**config.mk**
```make
export PLATFORM = sky130hd
export DESIGN_NAME = agc_timepulse_gen_flat
export DESIGN_NICKNAME = d
export VERILOG_FILES = /design/src/rtl/agc_timing_pkg.sv /design/src/rtl/agc_timepulse_gen_if.sv /design/src/rtl/agc_tp_ring.sv /design/src/rtl/agc_timepulse_gen.sv /design/src/flat_wrapper.sv
export SDC_FILE = /design/constraint.sdc
export NUM_CORES = 1
export LEC_CHECK = 0
export ABC_AREA = 1
export BUFFER_PORTS_ARGS = -buffer_cell sky130_fd_sc_hd__clkbuf_2
export CAP_MARGIN = 10
export CORE_UTILIZATION = 35
export DETAILED_ROUTE_END_ITERATION = 10
export GPL_TIMING_DRIVEN = 0
export HOLD_SLACK_MARGIN = 0.15
export PLACE_DENSITY_LB_ADDON = 0.25
export SYNTH_ARGS = -nofsm -noshare
export SYNTH_HDL_FRONTEND = slang
export SYNTH_SLANG_ARGS = --single-unit
```
**constraint.sdc**
```tcl
create_clock -name CLOCK -period 1.6 [get_ports CLOCK]
set_input_delay 0.16 -clock CLOCK [delete_from_list [all_inputs] [get_ports CLOCK]]
set_output_delay 0.16 -clock CLOCK [all_outputs]
set_load 0.005 [all_outputs]
```
**src/rtl/agc_timing_pkg.sv**
```systemverilog
// Shared timing definitions for the AGC time-pulse generator: sequencer states,
// pulse count and reset constants for the one-hot Txx vector.
package agc_timing_pkg;
  localparam int unsigned NUM_TP = 12;

  typedef enum logic [1:0] {
    RESTART,
    JAM,
    RUN,
    STOPPED
  } tp_state_t;

  localparam logic [NUM_TP-1:0] TP_RESET = '0;
  localparam logic [NUM_TP-1:0] TP_T01   = NUM_TP'(1);
endpackage

```
**src/rtl/agc_timepulse_gen_if.sv**
```systemverilog
// Control-section bundle: restart/monitor requests in, time pulses and status out.
interface agc_timepulse_gen_if;
  logic STRT2, MSTP, MSTRT;
  logic T01, T02, T03, T04, T05, T06, T07, T08, T09, T10, T11, T12;
  logic T01_, T02_, T03_, T04_, T05_, T06_, T07_, T08_, T09_, T10_, T11_, T12_;
  logic T12USE_, GOJAM, MSTPIT;

  modport master (
    input  STRT2, MSTP, MSTRT,
    output T01, T02, T03, T04, T05, T06, T07, T08, T09, T10, T11, T12,
    output T01_, T02_, T03_, T04_, T05_, T06_, T07_, T08_, T09_, T10_, T11_, T12_,
    output T12USE_, GOJAM, MSTPIT
  );

  modport slave (
    output STRT2, MSTP, MSTRT,
    input  T01, T02, T03, T04, T05, T06, T07, T08, T09, T10, T11, T12,
    input  T01_, T02_, T03_, T04_, T05_, T06_, T07_, T08_, T09_, T10_, T11_, T12_,
    input  T12USE_, GOJAM, MSTPIT
  );
endinterface

```
**src/rtl/agc_tp_ring.sv**
```systemverilog
// One-hot T01..T12 ring with per-pulse phase counter; clear beats load beats advance.
module agc_tp_ring
  import agc_timing_pkg::*;
#(
  parameter int unsigned CYCLES_PER_T = 2
) (
  input  logic              clk,
  input  logic              rst_n,
  input  logic              clear,
  input  logic              load,
  input  logic              advance,
  output logic [NUM_TP-1:0] tp,
  output logic              last_phase
);
  localparam int unsigned PW = (CYCLES_PER_T > 1) ? $clog2(CYCLES_PER_T) : 1;
  localparam logic [PW-1:0] LAST = PW'(CYCLES_PER_T - 1);

  logic [PW-1:0] phase;

  assign last_phase = (phase == LAST);

  always_ff @(posedge clk or negedge rst_n) begin
    if (!rst_n) begin
      tp    <= TP_RESET;
      phase <= '0;
    end else if (clear) begin
      tp    <= TP_RESET;
      phase <= '0;
    end else if (load) begin
      tp    <= TP_T01;
      phase <= '0;
    end else if (advance) begin
      if (last_phase) begin
        phase <= '0;
        tp    <= {tp[NUM_TP-2:0], tp[NUM_TP-1]};
      end else begin
        phase <= phase + PW'(1);
      end
    end
  end
endmodule

```
**src/rtl/agc_timepulse_gen.sv**
```systemverilog
// AGC time-pulse generator: restart (GOJAM) sequencing, MCT ring control,
// monitor stop and single-step.
module agc_timepulse_gen
  import agc_timing_pkg::*;
#(
  parameter int unsigned CYCLES_PER_T = 2
) (
  input logic                 CLOCK,
  input logic                 rst_,
  agc_timepulse_gen_if.master bus
);
  tp_state_t         state, state_nxt;
  logic [NUM_TP-1:0] tp;
  logic              last_phase, clear, load, advance;
  logic              gojam, gojam_nxt, mstpit, mstpit_nxt;
  logic              t12use_l, t12use_l_nxt;
  logic              mstrt_s, mstrt_q, mstrt_rise;
  logic              step_t11, step_t12;

  agc_tp_ring #(.CYCLES_PER_T(CYCLES_PER_T)) u_ring (
    .clk       (CLOCK),
    .rst_n     (rst_),
    .clear     (clear),
    .load      (load),
    .advance   (advance),
    .tp        (tp),
    .last_phase(last_phase)
  );

  assign mstrt_rise = mstrt_s & ~mstrt_q;
  assign step_t11   = last_phase & tp[NUM_TP-2];
  assign step_t12   = last_phase & tp[NUM_TP-1];

  always_ff @(posedge CLOCK or negedge rst_) begin
    if (!rst_) begin
      state    <= RESTART;
      gojam    <= 1'b1;
      mstpit   <= 1'b0;
      t12use_l <= 1'b1;
      mstrt_s  <= 1'b0;
      mstrt_q  <= 1'b0;
    end else begin
      state    <= state_nxt;
      gojam    <= gojam_nxt;
      mstpit   <= mstpit_nxt;
      t12use_l <= t12use_l_nxt;
      mstrt_s  <= bus.MSTRT;
      mstrt_q  <= mstrt_s;
    end
  end

  // During T12, a high T12USE_ is itself the latched stop decision.
  always_comb begin
    state_nxt    = state;
    gojam_nxt    = gojam;
    mstpit_nxt   = mstpit;
    t12use_l_nxt = t12use_l;
    clear        = 1'b0;
    load         = 1'b0;
    advance      = 1'b0;
    if (bus.STRT2) begin
      state_nxt    = RESTART;
      clear        = 1'b1;
      gojam_nxt    = 1'b1;
      mstpit_nxt   = 1'b0;
      t12use_l_nxt = 1'b1;
    end else begin
      unique case (state)
        RESTART: begin
          load      = 1'b1;
          state_nxt = JAM;
        end
        JAM: begin
          advance = 1'b1;
          if (step_t11) t12use_l_nxt = 1'b0;
          if (step_t12) begin
            state_nxt    = RUN;
            gojam_nxt    = 1'b0;
            t12use_l_nxt = 1'b1;
          end
        end
        RUN: begin
          advance = 1'b1;
          if (step_t11) t12use_l_nxt = bus.MSTP;
          if (step_t12) begin
            t12use_l_nxt = 1'b1;
            if (t12use_l) begin
              advance    = 1'b0;
              clear      = 1'b1;
              state_nxt  = STOPPED;
              mstpit_nxt = 1'b1;
            end
          end
        end
        STOPPED: begin
          if (mstrt_rise || !bus.MSTP) begin
            load       = 1'b1;
            state_nxt  = RUN;
            mstpit_nxt = 1'b0;
          end
        end
        default: state_nxt = RESTART;
      endcase
    end
  end

  assign {bus.T12, bus.T11, bus.T10, bus.T09, bus.T08, bus.T07,
          bus.T06, bus.T05, bus.T04, bus.T03, bus.T02, bus.T01} = tp;
  assign {bus.T12_, bus.T11_, bus.T10_, bus.T09_, bus.T08_, bus.T07_,
          bus.T06_, bus.T05_, bus.T04_, bus.T03_, bus.T02_, bus.T01_} = ~tp;
  assign bus.T12USE_ = t12use_l;
  assign bus.GOJAM   = gojam;
  assign bus.MSTPIT  = mstpit;
endmodule
```
**src/flat_wrapper.sv**
```systemverilog
// flat-port wrapper written by rule: the top's interface ports become plain ports
module agc_timepulse_gen_flat import agc_timing_pkg::*;
#(
  parameter int unsigned CYCLES_PER_T = 2
)
  (CLOCK, rst_, bus_STRT2, bus_MSTP, bus_MSTRT, bus_T01, bus_T02, bus_T03, bus_T04, bus_T05, bus_T06, bus_T07, bus_T08, bus_T09, bus_T10, bus_T11, bus_T12, bus_T01_, bus_T02_, bus_T03_, bus_T04_, bus_T05_, bus_T06_, bus_T07_, bus_T08_, bus_T09_, bus_T10_, bus_T11_, bus_T12_, bus_T12USE_, bus_GOJAM, bus_MSTPIT);
  agc_timepulse_gen_if bus_i ();
  input logic CLOCK;
  input logic rst_;
  input wire logic [$bits(bus_i.STRT2)-1:0] bus_STRT2;
  input wire logic [$bits(bus_i.MSTP)-1:0] bus_MSTP;
  input wire logic [$bits(bus_i.MSTRT)-1:0] bus_MSTRT;
  output wire logic [$bits(bus_i.T01)-1:0] bus_T01;
  output wire logic [$bits(bus_i.T02)-1:0] bus_T02;
  output wire logic [$bits(bus_i.T03)-1:0] bus_T03;
  output wire logic [$bits(bus_i.T04)-1:0] bus_T04;
  output wire logic [$bits(bus_i.T05)-1:0] bus_T05;
  output wire logic [$bits(bus_i.T06)-1:0] bus_T06;
  output wire logic [$bits(bus_i.T07)-1:0] bus_T07;
  output wire logic [$bits(bus_i.T08)-1:0] bus_T08;
  output wire logic [$bits(bus_i.T09)-1:0] bus_T09;
  output wire logic [$bits(bus_i.T10)-1:0] bus_T10;
  output wire logic [$bits(bus_i.T11)-1:0] bus_T11;
  output wire logic [$bits(bus_i.T12)-1:0] bus_T12;
  output wire logic [$bits(bus_i.T01_)-1:0] bus_T01_;
  output wire logic [$bits(bus_i.T02_)-1:0] bus_T02_;
  output wire logic [$bits(bus_i.T03_)-1:0] bus_T03_;
  output wire logic [$bits(bus_i.T04_)-1:0] bus_T04_;
  output wire logic [$bits(bus_i.T05_)-1:0] bus_T05_;
  output wire logic [$bits(bus_i.T06_)-1:0] bus_T06_;
  output wire logic [$bits(bus_i.T07_)-1:0] bus_T07_;
  output wire logic [$bits(bus_i.T08_)-1:0] bus_T08_;
  output wire logic [$bits(bus_i.T09_)-1:0] bus_T09_;
  output wire logic [$bits(bus_i.T10_)-1:0] bus_T10_;
  output wire logic [$bits(bus_i.T11_)-1:0] bus_T11_;
  output wire logic [$bits(bus_i.T12_)-1:0] bus_T12_;
  output wire logic [$bits(bus_i.T12USE_)-1:0] bus_T12USE_;
  output wire logic [$bits(bus_i.GOJAM)-1:0] bus_GOJAM;
  output wire logic [$bits(bus_i.MSTPIT)-1:0] bus_MSTPIT;
  assign bus_i.STRT2 = bus_STRT2;
  assign bus_i.MSTP = bus_MSTP;
  assign bus_i.MSTRT = bus_MSTRT;
  assign bus_T01 = bus_i.T01;
  assign bus_T02 = bus_i.T02;
  assign bus_T03 = bus_i.T03;
  assign bus_T04 = bus_i.T04;
  assign bus_T05 = bus_i.T05;
  assign bus_T06 = bus_i.T06;
  assign bus_T07 = bus_i.T07;
  assign bus_T08 = bus_i.T08;
  assign bus_T09 = bus_i.T09;
  assign bus_T10 = bus_i.T10;
  assign bus_T11 = bus_i.T11;
  assign bus_T12 = bus_i.T12;
  assign bus_T01_ = bus_i.T01_;
  assign bus_T02_ = bus_i.T02_;
  assign bus_T03_ = bus_i.T03_;
  assign bus_T04_ = bus_i.T04_;
  assign bus_T05_ = bus_i.T05_;
  assign bus_T06_ = bus_i.T06_;
  assign bus_T07_ = bus_i.T07_;
  assign bus_T08_ = bus_i.T08_;
  assign bus_T09_ = bus_i.T09_;
  assign bus_T10_ = bus_i.T10_;
  assign bus_T11_ = bus_i.T11_;
  assign bus_T12_ = bus_i.T12_;
  assign bus_T12USE_ = bus_i.T12USE_;
  assign bus_GOJAM = bus_i.GOJAM;
  assign bus_MSTPIT = bus_i.MSTPIT;
  agc_timepulse_gen #(.CYCLES_PER_T(CYCLES_PER_T)) u_core (.CLOCK(CLOCK), .rst_(rst_), .bus(bus_i));
endmodule
```
======== Word-level counts from Yosys, hierarchy flattened ========
Cells that the tools add are included.
cells by class
  mux-type cells .......................... 39
  add/subtract/negate cells ............... 1
  bitwise gates (word level) .............. 5
  reduce and logical (&&, ||, !) cells .... 14
  eq/ne operators ......................... 9
operators by type and width
  operator             count
  $mux 12              4
  $mux 1               25
  $ne 3x2->1 const B   4
  $not 12->12          1
  $reduce_bool 3->1    4
  $mux 2               5
  $ne 4x2->1 const B   2
  $pmux 1 s2           4
  $pmux 2 s4           1
  $reduce_and 4->1     2
  $eq 2x2->1 const B   2
  $reduce_and 2->1     2
  $reduce_bool 2->1    2
  $and 1x1->1          3
  $reduce_and 3->1     1
  $eq 2x1->1 const B   1
  $logic_not 2->1      1
  $add 1x1->1 const B  1
  $logic_not 1->1      1
  $logic_or 1x1->1     1
  $not 1->1            1
storage, ports and cells
  flip-flop bits (word level) ............. 20
  output and inout bits ................... 27
  word-level logic and storage cells ...... 76

======== Longest topological paths before layout ========
  depth in word-level cells ............... 8
  depth in mapped cells ................... 9
  gate-level depth less buffers ........... 9

======== By module ========
Synthesis repeated with hierarchy kept, for this count alone.
unflattened totals
  cells, all modules ...................... 136
  area total of the unflattened synthesis .. 1,098.6 µm²
modules (own cells, without submodules)
  module             times used  area an instance (µm²)  cells an instance
  agc_tp_ring        1           574.3                   61
  agc_timepulse_gen  1           524.3                   75

======== Worst setup path after synthesis ========
Ideal clock, no wire load.
  kind .................................... flip-flop to flip-flop
  from .................................... register u_core.state[1]
  to ...................................... register u_core.u_ring.phase, in the netlist u_core.u_ring.last_phase
  path buffers ............................ 0
  arrival ................................. 1.353 ns
  path slack .............................. 0.161 ns
  required time ........................... 1.514 ns
  stages on the path, launching flop included .. 7
  library setup time ...................... 0.086 ns
  cells stage by stage .................... dfrtp_1 > inv_1 > ha_1 > nor2_1 > nand2_1 > nand2_2 > nor3_1
on the way
  word-level cells in the longest chain between the ends .. 5
  elaborated cells on any way between the ends .. 13
  those cells by class .................... 3 x eq/ne; 8 x mux; 2 x reduce/logical
RTL lines
  what                                                  line                     source
  from (decl)                                           agc_timepulse_gen.sv:12  tp_state_t state, state_nxt;
  from (signal assigned)                                agc_timepulse_gen.sv:43  state <= state_nxt;
  $eq 2x2->1 / $logic_not 2->1 (equally long branches)  agc_timepulse_gen.sv:68  unique case (state)
  $pmux 1 s2                                            agc_timepulse_gen.sv:68
  $mux 1                                                agc_timepulse_gen.sv:61  if (bus.STRT2) begin
  $mux 1                                                agc_tp_ring.sv:29        end else if (load) begin
  $mux 1                                                agc_tp_ring.sv:26        end else if (clear) begin
  to (signal assigned)                                  agc_tp_ring.sv:37        phase <= phase + PW'(1);
  to (decl)                                             agc_tp_ring.sv:18        logic [PW-1:0] phase;
Several ways; a longest one is shown, not always the timed one.
A chain may end at the register's enable or synchronous reset.

======== Final worst setup path ========
  from .................................... register u_core.state[1]
  to ...................................... register u_core.u_ring.tp[3]
on the way
  word-level cells in the longest chain between the ends .. 5
  elaborated cells on any way between the ends .. 15
  those cells by class .................... 3 x eq/ne; 8 x mux; 4 x reduce/logical
RTL lines
  what                                                                  line                     source
  $eq 2x2->1 (tied with other cells)                                    agc_timepulse_gen.sv:68
  $pmux 1 s2 / $mux 1 (equally long branches)                           agc_timepulse_gen.sv:68
  $mux 1                                                                agc_timepulse_gen.sv:61
  $reduce_bool 3->1 (no source line) / $mux 12 (equally long branches)  n/a
  $reduce_and 2->1 (no source line) / $mux 12 (equally long branches)   n/a
  to (signal assigned)                                                  agc_tp_ring.sv:35        tp <= {tp[NUM_TP-2:0], tp[NUM_TP-1]};
  to (decl)                                                             agc_tp_ring.sv:12        output logic [NUM_TP-1:0] tp,
Several ways; a longest one is shown, not always the timed one.

==> out/qor.yml <==
synth:
  syn_avg_cell_area_sq_um: 8.30
  syn_nets: 136
  syn_inst: 127
  ys_async_sr_fraction: 1.00
  synth-edff-count: 0
  synth_ff_type: "dfrtp_1"
  syn_area_sq_um: 1050
  synth-seq-area-share: 0.477
  synth_seq_cells: 20
  synth_cell_types: 19
  ys_warn_count: 0
pwr:
  cellPowerDensity_nw_per_um2: 1220
  power_frac_seq: 0.370
  p_int_mw: 1.11
  switching_share: 0.354
  pwr-share-comb: 0.389
  leakagePower_nw: 0.689
  switchingPower_uw: 607
  power_mw: 1.71
  peakVddDrop_mv: 0.465
  pwr-share-clk: 0.242
global_route:
  grt_max_degree: 21
  grt.total_usage: 0.161
  antenna_found_initial: 0
  grt_pass1_vias: 948
  grt_pass1_wl_mm: 4.04
  grt_overflow: 0
sta:
  slew_viol_final: 0
  tightest_slew_ps: 508
  setup_violations: 0
  post-route-period-util: 0.943
  max_clock_freq_mhz: 663
  rsz0062_at_grt: "no"
  slew_headroom: 0.661
  period_minus_slack_ps: 1510
  finClkSkew_ps: 17.2
  whs_ps: 329
  hold_viol: 0
routing:
  drt_iter0_drc: 37
  viasPerCell: 4.94
  vias: 998
  dr.pass1.iters: 9
  drt_wl_total_mm: 2.42
  drcViolationCount: 2
  ant_nets: 0
  wl_per_cell_um: 12.0
floorplanning:
  die_x_um: 56.9
  rows: 19
  die_h_um: 56.9
  core-area_sq_um: 2810
  start_util: 0.376
  ios: 32
  die-area_sq_um: 3230
worst_setup_path:
  cp-start-kind: "flop"
  worstPathArrival_ps: 1720
  path_class: "flop to flop"
  cp_max_fo: 6
  required_ps: 1810
  critPathCaptureType: "flop"
place:
  routabilityCongestion: 0.781
  io_buffers: 31
  dp_hpwl_mm: 1.72
status:
  violations: "DRC"
  status: "finished, violations left"
clock_tree:
  clk_path_buf_depth: 2
  tritoncts: "built"
  cts.htree.levels: 1
  cts-root-buf: "clkbuf_4"
  cts_sinks: 20
  cts_made_buffers: 3
  clock_latency_ps: 310
  clkSlewWorstSetupHoldPaths_ps: 130
layout:
  n_antenna_cell: 0
  nNetsFinal: 181
  area_growth_pct: 33.3
  drive_gt1_frac: 0.351
  fillers: 282
min_path:
  hp-class: "input port to async pin"
flow_run:
  cap_violations: 0
synth_stat cells, types with 2 or more instances:
| master | instances | area (sq um) |
|---|---|---|
| ha_1 | 4 | 50.1 |
| nand2_2 | 5 | 31.3 |
| nand2_1 | 34 | 128 |
| inv_1 | 23 | 86.3 |
| nand3_2 | 2 | 20.0 |
| a21oi_1 | 6 | 30.0 |
| dfrtp_1 | 18 | 450 |
| a21oi_2 | 3 | 26.3 |
| nand4_1 | 11 | 68.8 |
| nand3_1 | 4 | 20.0 |
| nor2_1 | 3 | 11.3 |
| dfstp_2 | 2 | 52.6 |
| o21ai_0 | 6 | 30.0 |
routing by layer:
| layer | track usage | routed length [um] | vias to the layer above |
|---|---|---|---|
| li1 | - | - | 497 |
| met1 | 0.210 | 1110 | 463 |
| met2 | 0.264 | 1150 | 33 |
| met3 | 0.0230 | 112 | 5 |
| met4 | 0.0767 | 38 | 0 |
| met5 | 0 | 0 | - |
cell usage in the layout, fill, tap and decap left out:
master          n
a21oi_2         3
buf_6           1
o21ai_0         6
nand3_1         4
nor2_1          3
nand2_1        33
o211ai_1        1
dfstp_2         2
clkbuf_2       31
inv_1          23
nor3_1          1
nand4_1        11
nand3_2         2
ha_1            2
dlygate4sd3_1   4
bufinv_16       1
nand2_4         1
a21oi_1         6
buf_4           5
nor2_4          1
buf_12          1
nand2_2         6
ha_2            2
dfrtp_1        17
clkbuf_4        3
dfrtp_2         1
through the flow:
step           area [sq um]  std cells  utilization  TNS (ps)  setup slack [ps]
6_report               1400        202        0.500         0              91.1
5_1_grt                1400        202        0.500         0              1.20
3_3_place_gp           1250        189        0.445      -232             -55.9
4_1_cts                1350        197        0.480         0              2.42
2_1_floorplan          1050        127            -         0               161
3_5_place_dp           1250        189        0.445      -249             -66.2
path summary, 6_finish.rpt:
check,depth (start not counted),start,slack (ps),endpoint
max reg2reg,7,u_core.state[1],90,u_core.u_ring.tp[3]
min reg2reg,0,u_core.mstrt_s,400,u_core.mstrt_q
max,7,u_core.state[1],90,u_core.u_ring.tp[3]
min,2,rst_,330,u_core.bus.MSTPIT
max in group asynchronous,2,rst_,880,u_core.state[1]
min in group CLOCK,0,u_core.mstrt_s,400,u_core.mstrt_q
flip-flops by register name (all words and copies together), names as in the netlist:
signal                    cells
u_core.u_ring.tp             12
u_core.state                  2
u_core.bus.GOJAM              1
u_core.bus.MSTPIT             1
u_core.bus.T12USE_            1
u_core.mstrt_q                1
u_core.mstrt_s                1
u_core.u_ring.last_phase      1
timing repair:
item	CTS	global route
pin swaps	0	1
resized for setup	2	3
hold endpoints to repair	21	0
setup buffers	0	5
hold buffers	4	0
setup endpoints to repair	7	12
kinds of logic (layout without fill, tap and decap cells):
kind of cell | count (synthesis) | after routing | share of synthesized area
AND/OR/NAND/NOR | 62 | 62 | 0.286
buffers and inverters | 25 | 69 | 0.0998
flip-flops | 20 | 20 | 0.477
AO/OA/AOI/OAI | 16 | 16 | 0.0891
adder cells (fa/ha/maj) | 4 | 4 | 0.0475
worst max-delay path, stage by stage, from the launching register on:
cell	delay, ps
dfrtp_2	460
inv_1	90
ha_2	310
nor2_1	140
nand2_2	120
buf_12	150
nand4_1	80
nand2_1	70
final cells by class:
cell class	count	area (sq um)	share of cell area
plain buffers	2	18.8	0.0134
clock buffers	3	22.5	0.0160
clock inverters	1	30.0	0.0214
inverters	23	86.3	0.0615
multi-input cells	82	458	0.326
flip-flops and latches	20	504	0.359
well taps	31	38.8	0.0276
repair buffers	40	245	0.175
power by group through the flow:
| stage | logic [mW] | clock network, mW | registers, mW |
|---|---|---|---|
| 2_1_floorplan | 0.375 | 0 | 0.629 |
| 3_3_place_gp | 0.497 | 0 | 0.641 |
| 3_5_place_dp | 0.509 | 0 | 0.643 |
| 4_1_cts | 0.543 | 0.428 | 0.633 |
| 5_1_grt | 0.748 | 0.446 | 0.641 |
| 6_report | 0.666 | 0.414 | 0.633 |
(Power assumes the default switching activity.)
